===== config.mk =====
export PLATFORM = sky130hd
export DESIGN_NAME = pong_tone_gen
export DESIGN_NICKNAME = d
export VERILOG_FILES = /design/src/rtl/pong_pkg.sv /design/src/rtl/pong_tone_gen_tick_edge_detect.sv /design/src/rtl/pong_tone_gen.sv
export SDC_FILE = /design/constraint.sdc
export NUM_CORES = 1
export LEC_CHECK = 0
export CAP_MARGIN = 10
export CORE_MARGIN = 8
export CORE_UTILIZATION = 45
export DETAILED_ROUTE_END_ITERATION = 6
export MAX_ROUTING_LAYER = met4
export PLACE_DENSITY = 0.58
export SYNTH_ARGS = -nofsm -noshare
export SYNTH_HDL_FRONTEND = slang
export SYNTH_SLANG_ARGS = --single-unit

===== constraint.sdc =====
create_clock -name clk_in -period 3.7 [get_ports clk_in]
set_input_delay 0.74 -clock clk_in [delete_from_list [all_inputs] [get_ports clk_in]]
set_output_delay 0.74 -clock clk_in [all_outputs]
set_load 0.05 [all_outputs]

===== src/rtl/pong_pkg.sv =====
// Shared types and default tone constants for the Pong sound-effect generator.
package pong_pkg;

  // Numeric order is the event priority
  typedef enum logic [1:0] {
    NONE   = 2'd0,
    WALL   = 2'd1,
    PADDLE = 2'd2,
    SCORE  = 2'd3
  } tone_t;

  typedef enum logic {
    IDLE = 1'b0,
    PLAY = 1'b1
  } state_t;

  localparam int unsigned DEF_PADDLE_HALF = 145;
  localparam int unsigned DEF_WALL_HALF   = 281;
  localparam int unsigned DEF_SCORE_HALF  = 97;
  localparam int unsigned DEF_PADDLE_LEN  = 12800;
  localparam int unsigned DEF_WALL_LEN    = 6400;
  localparam int unsigned DEF_SCORE_LEN   = 64000;
  localparam int unsigned DEF_HALF_W      = 12;
  localparam int unsigned DEF_LEN_W       = 20;

  // Highest-priority tone among the asserted events, NONE if none.
  function automatic tone_t pick_tone(input logic score, input logic paddle, input logic wall);
    tone_t t;
    t = NONE;
    if (score)       t = SCORE;
    else if (paddle) t = PADDLE;
    else if (wall)   t = WALL;
    return t;
  endfunction

endpackage


===== src/rtl/pong_tone_gen_tick_edge_detect.sv =====
// Rising-edge pulse from a slow signal sampled as data; the previous value
// resets high so a signal that powers up high yields no spurious pulse.
module tick_edge_detect (
  input  logic clk_in,
  input  logic rst,
  input  logic sig_in,
  output logic rise_pulse
);

  logic prev_value;

  always_ff @(posedge clk_in) begin
    if (rst) prev_value <= 1'b1;
    else     prev_value <= sig_in;
  end

  assign rise_pulse = sig_in & ~prev_value;

endmodule


===== src/rtl/pong_tone_gen.sv =====
// Turns paddle/wall/score events into fixed-length square-wave beeps timed
// by rising edges of the divided clock.
module pong_tone_gen
  import pong_pkg::*;
#(
  parameter int unsigned PADDLE_HALF = DEF_PADDLE_HALF,
  parameter int unsigned WALL_HALF   = DEF_WALL_HALF,
  parameter int unsigned SCORE_HALF  = DEF_SCORE_HALF,
  parameter int unsigned PADDLE_LEN  = DEF_PADDLE_LEN,
  parameter int unsigned WALL_LEN    = DEF_WALL_LEN,
  parameter int unsigned SCORE_LEN   = DEF_SCORE_LEN,
  parameter int unsigned HALF_W      = DEF_HALF_W,
  parameter int unsigned LEN_W       = DEF_LEN_W
) (
  input  logic clk_in,
  input  logic rst,
  input  logic tick_src,
  input  logic evt_paddle,
  input  logic evt_wall,
  input  logic evt_score,
  input  logic mute,
  output logic audio_out,
  output logic busy
);

  if (PADDLE_HALF < 1 || WALL_HALF < 1 || SCORE_HALF < 1 ||
      PADDLE_LEN < 1 || WALL_LEN < 1 || SCORE_LEN < 1) begin : g_bad_min
    $error("pong_tone_gen: every HALF and LEN must be at least 1");
  end
  if (64'(PADDLE_HALF) >= (64'd1 << HALF_W) || 64'(WALL_HALF) >= (64'd1 << HALF_W) ||
      64'(SCORE_HALF) >= (64'd1 << HALF_W) || 64'(PADDLE_LEN) >= (64'd1 << LEN_W) ||
      64'(WALL_LEN) >= (64'd1 << LEN_W) || 64'(SCORE_LEN) >= (64'd1 << LEN_W)) begin : g_bad_width
    $error("pong_tone_gen: HALF or LEN does not fit its counter width");
  end

  logic tick;

  tick_edge_detect u_tick (
    .clk_in     (clk_in),
    .rst        (rst),
    .sig_in     (tick_src),
    .rise_pulse (tick)
  );

  state_t            state,      state_nxt;
  tone_t             cur_tone,   tone_nxt;
  logic [HALF_W-1:0] half_sel,   half_sel_nxt;
  logic [LEN_W-1:0]  len_sel,    len_sel_nxt;
  logic [HALF_W-1:0] half_cnt,   half_cnt_nxt;
  logic [LEN_W-1:0]  len_cnt,    len_cnt_nxt;
  logic              tone_level, level_nxt;
  logic              audio_nxt,  busy_nxt;

  tone_t             evt_tone;
  logic              restart;
  logic [HALF_W-1:0] evt_half;
  logic [LEN_W-1:0]  evt_len;

  assign evt_tone = pick_tone(evt_score, evt_paddle, evt_wall);
  // In IDLE cur_tone is NONE, so any event qualifies
  assign restart  = (evt_tone != NONE) && (evt_tone >= cur_tone);

  always_comb begin
    evt_half = HALF_W'(WALL_HALF);
    evt_len  = LEN_W'(WALL_LEN);
    case (evt_tone)
      SCORE: begin
        evt_half = HALF_W'(SCORE_HALF);
        evt_len  = LEN_W'(SCORE_LEN);
      end
      PADDLE: begin
        evt_half = HALF_W'(PADDLE_HALF);
        evt_len  = LEN_W'(PADDLE_LEN);
      end
      default: ;
    endcase
  end

  always_comb begin
    state_nxt    = state;
    tone_nxt     = cur_tone;
    half_sel_nxt = half_sel;
    len_sel_nxt  = len_sel;
    half_cnt_nxt = half_cnt;
    len_cnt_nxt  = len_cnt;
    level_nxt    = tone_level;

    if (restart) begin
      state_nxt    = PLAY;
      tone_nxt     = evt_tone;
      half_sel_nxt = evt_half;
      len_sel_nxt  = evt_len;
      half_cnt_nxt = '0;
      len_cnt_nxt  = '0;
      level_nxt    = 1'b1;
    end else if (state == PLAY && tick) begin
      // End of beep takes precedence over a toggle on the same tick
      if (len_cnt == len_sel - LEN_W'(1)) begin
        state_nxt    = IDLE;
        tone_nxt     = NONE;
        half_cnt_nxt = '0;
        len_cnt_nxt  = '0;
        level_nxt    = 1'b0;
      end else begin
        len_cnt_nxt = len_cnt + LEN_W'(1);
        if (half_cnt == half_sel - HALF_W'(1)) begin
          half_cnt_nxt = '0;
          level_nxt    = ~tone_level;
        end else begin
          half_cnt_nxt = half_cnt + HALF_W'(1);
        end
      end
    end

    audio_nxt = level_nxt & ~mute & (state_nxt == PLAY);
    busy_nxt  = (state_nxt == PLAY);
  end

  always_ff @(posedge clk_in) begin
    if (rst) begin
      state      <= IDLE;
      cur_tone   <= NONE;
      half_sel   <= '0;
      len_sel    <= '0;
      half_cnt   <= '0;
      len_cnt    <= '0;
      tone_level <= 1'b0;
      audio_out  <= 1'b0;
      busy       <= 1'b0;
    end else begin
      state      <= state_nxt;
      cur_tone   <= tone_nxt;
      half_sel   <= half_sel_nxt;
      len_sel    <= len_sel_nxt;
      half_cnt   <= half_cnt_nxt;
      len_cnt    <= len_cnt_nxt;
      tone_level <= level_nxt;
      audio_out  <= audio_nxt;
      busy       <= busy_nxt;
    end
  end

endmodule


==> metrics.md <==
| Metric | Value |
|---|---|
| Synth warnings | 0 |
| Leakage | 0.987 nW |
| Clock slew at reported path FFs | 80 ps |
| Final wirelength | between 5000 and 6000 microns |
| Initial antenna violation count | 0 |
| Worst Hold Class | register to register |
| Wirelength per Cell | 13.6 microns |
| Yosys reg bits | 45 |
| Top cell type's share of synthesized area | 36.1% |
| Slowest stage delay, CP | 550 ps |
| M1 GR Usage | 18.5% |
| Largest net degree at the start of global routing | 16 |
| Pins over their slew limit | 0 |
| TritonRoute pass-1 iters | 4 |
| Antenna Cells | 0 |
| Cells along the critical path | inv_1, ha_1, ha_1, o21ba_2, a221oi_1, a31oi_1, a2111oi_4, or3_1, o21ai_1, a22o_1 |
| Outcome | completed |
| CP Launch Type | register |
| Io pins | 9 |
| Max_cap viols | 0 |
| Post-DRT Antenna Nets | 0 |
| Final critical-path required period | 3210 ps |
| Pwr dens | 415 mW/mm^2 |
| Clock Path Buffers | 2 |
| First-pass GRT wire length | 9270 microns |
| H-tree lvl count | 2 |
| Critical Path AT | between 3000 and 4000 ps |
| GRT overflow | 0 |
| Number of synthesized flops with an enable pin | 0 |
| FF-to-FF path depth | 10 |
| Unique cell type count in the Yosys netlist | 48 |
| Post-Syn Area per Cell | around 8.4 sq um |
| Cell Rows | 27 |
| FFs w/ async S/R, synth | 0% |
| Drt via density | 5.41 |
| Vias in the first global route | ~2,000 |
| CP Class | register to register |
| Met3 global-route usage | around 3.1% |
| Post-synth top flop | dfxtp_1 |
| CP dominant cell by count | ha_1 |
| Routed vias | 2,054 |
| Final hold vios | 0 |
| Fin Clk Skew | between 4 and 5 ps |
| Maximum clock rate | just over 300 MHz |
| Maximum vdd drop | ~0.00027 V |
| Drt initial violations | 84 |
| Initial Util | 45.9% |
| Post-Syn Area | ~0.0025 sq mm |
| Post-DP HPWL | 3820 microns |
| Worst-Skew Late Latency | 290 ps |
| Crit-path slowest cell | a2111oi_4 |
| Synth cell count leaders | dfxtp_1 (45), nor2_1 (42), nand2_1 (21) |
| Nets | about 320 |
| Area growth syn-to-layout | 10.8% |
| Top cells by area, synth | dfxtp_1 (36%), nor2_1 (6.3%), xor2_1 (5.6%), xnor2_1 (4.9%), ha_1 (3.5%) |
| Die Height | 90.5 microns |
| Global routing usage summed across all routing layers | between 10 and 15% |
| # setup viols final | 0 |
| Clk root buf | clkbuf_8 |
| Period utilization | 86.8% |
| Hold WS | 465 ps |
| Die Area | 0.00819 sq mm |
| Register area share after synthesis | 36.1% |
| Most frequent cell after synthesis | dfxtp_1 |
| Critical-path maximum fanout | 10 |
| Largest area contributor in the netlist | dfxtp_1 |
| CP endpoint kind | register |
| Synthesized Nets | 312 |
| Sink Count | 45 |
| Setup Fix Bufs, Post-CTS | 0 |
| Gr busiest metal | met2 |
| Die width | between 90 and 100 microns |
| Fin Setup TNS | 0 ps |
| CTS tree | done |
| Worst Hold Depth | 2 |
| Syn Inst Count | 298 |
| Worst EP required | 3890 ps |
| Layout cell share with drive strength beyond 1 | 8.44% |
| Number of CTS-inserted buffers | 5 |
| Core area | 0.00544 sq mm |
| Worst slew pin tran | 566 ps |
| Grt met2 use | 20.1% |
| RSZ-0062 raised after global routing | false |
| # DRC | 0 |
| PortBufs | 8 |
| GPL Wtd Cong | 0.800 |
| Rel. slew slack | 62.3% |
| Cts hold-fix bufs | 0 |
| # resized after CTS | 0 |
-- power by group --
part | switching (mW) | internal (mW)
Sequential | 0.0261 | 0.502
Clock | 0.160 | 0.220
Combinational | 0.135 | 0.106
-- per-layer routing --
layer | wire [microns] | vias up
met1 | 2640 | 937
met3 | 232 | 5
met2 | 2220 | 37
li1 | - | 1075
met4 | 61 | 0
met5 | 0 | -
-- final timing paths --
path | from | endpoint | slack (ps)
worst max-delay path | len_sel[8] | half_cnt[8] | 490
worst min-delay path | cur_tone[0] | cur_tone[0] | 460
worst max register to register | len_sel[8] | half_cnt[8] | 490
worst min register to register | cur_tone[0] | cur_tone[0] | 460
-- worst max-delay path: cells and delay by family, from the launching register on --
| kind | cells | cell delay, ps |
|---|---|---|
| and+or+nand+nor | 1 | 420 |
| adders and majority gates | 2 | 540 |
| buffers and inverters | 1 | 140 |
| AOI/OAI and AO/OA | 6 | 1520 |
| DFF | 1 | 490 |
-- through the flow --
step / setup WS [ps] / instance area, sq um / util [%] / cells / power, mW
floorplan: 578 / 2500 / - / 298 / 0.722
global placement: 276 / 2650 / 48.7 / 372 / 0.776
CTS: 467 / 2770 / 50.9 / 380 / 1.17
global route: 192 / 2770 / 50.9 / 380 / 1.22
finish: 490 / 2770 / 50.9 / 380 / 1.15
detailed placement: 248 / 2650 / 48.7 / 372 / 0.778
-- layout make-up --
| type | count | area [sq um] |
|---|---|---|
| Multi-Input combinational cell | 230 | 1490 |
| Inverter | 10 | 37.5 |
| Sequential cell | 45 | 901 |
| Timing Repair Buffer | 15 | 133 |
| Clock inverter | 1 | 30.0 |
| Tap cell | 72 | 90.1 |
| Clock buffer | 7 | 86.3 |
| Fill cell | 512 | 2670 |
-- registers in the layout (all words and copies together) (netlist names) --
register and flops:
audio_out 1, half_sel 2, len_sel 5, len_cnt 20
u_tick.prev_value 1, half_cnt 12, cur_tone 2, tone_level 1
state 1
-- placed cells by master (no fill, tap or decap), types with 8 or more instances in the layout --
master / n
a21oi_1: 13
clkdlybuf4s50_1: 8
dfxtp_1: 45
inv_1: 10
nand2_1: 21
nand3_1: 12
nor2_1: 42
nor3_1: 11
xnor2_1: 14
xor2_1: 16
-- logic make-up after synthesis --
| kind of cell | Yosys count | share of synthesized area [%] |
|---|---|---|
| simple gates | 133 | 27.6 |
| compound gates | 58 | 17.2 |
| flops | 45 | 36.1 |
| xor+xnor | 30 | 10.5 |
| buf+inv | 23 | 4.26 |
| fa+ha+maj | 7 | 3.51 |
| mux | 2 | 0.802 |
Note: power is estimated with default switching activity, not from simulation.
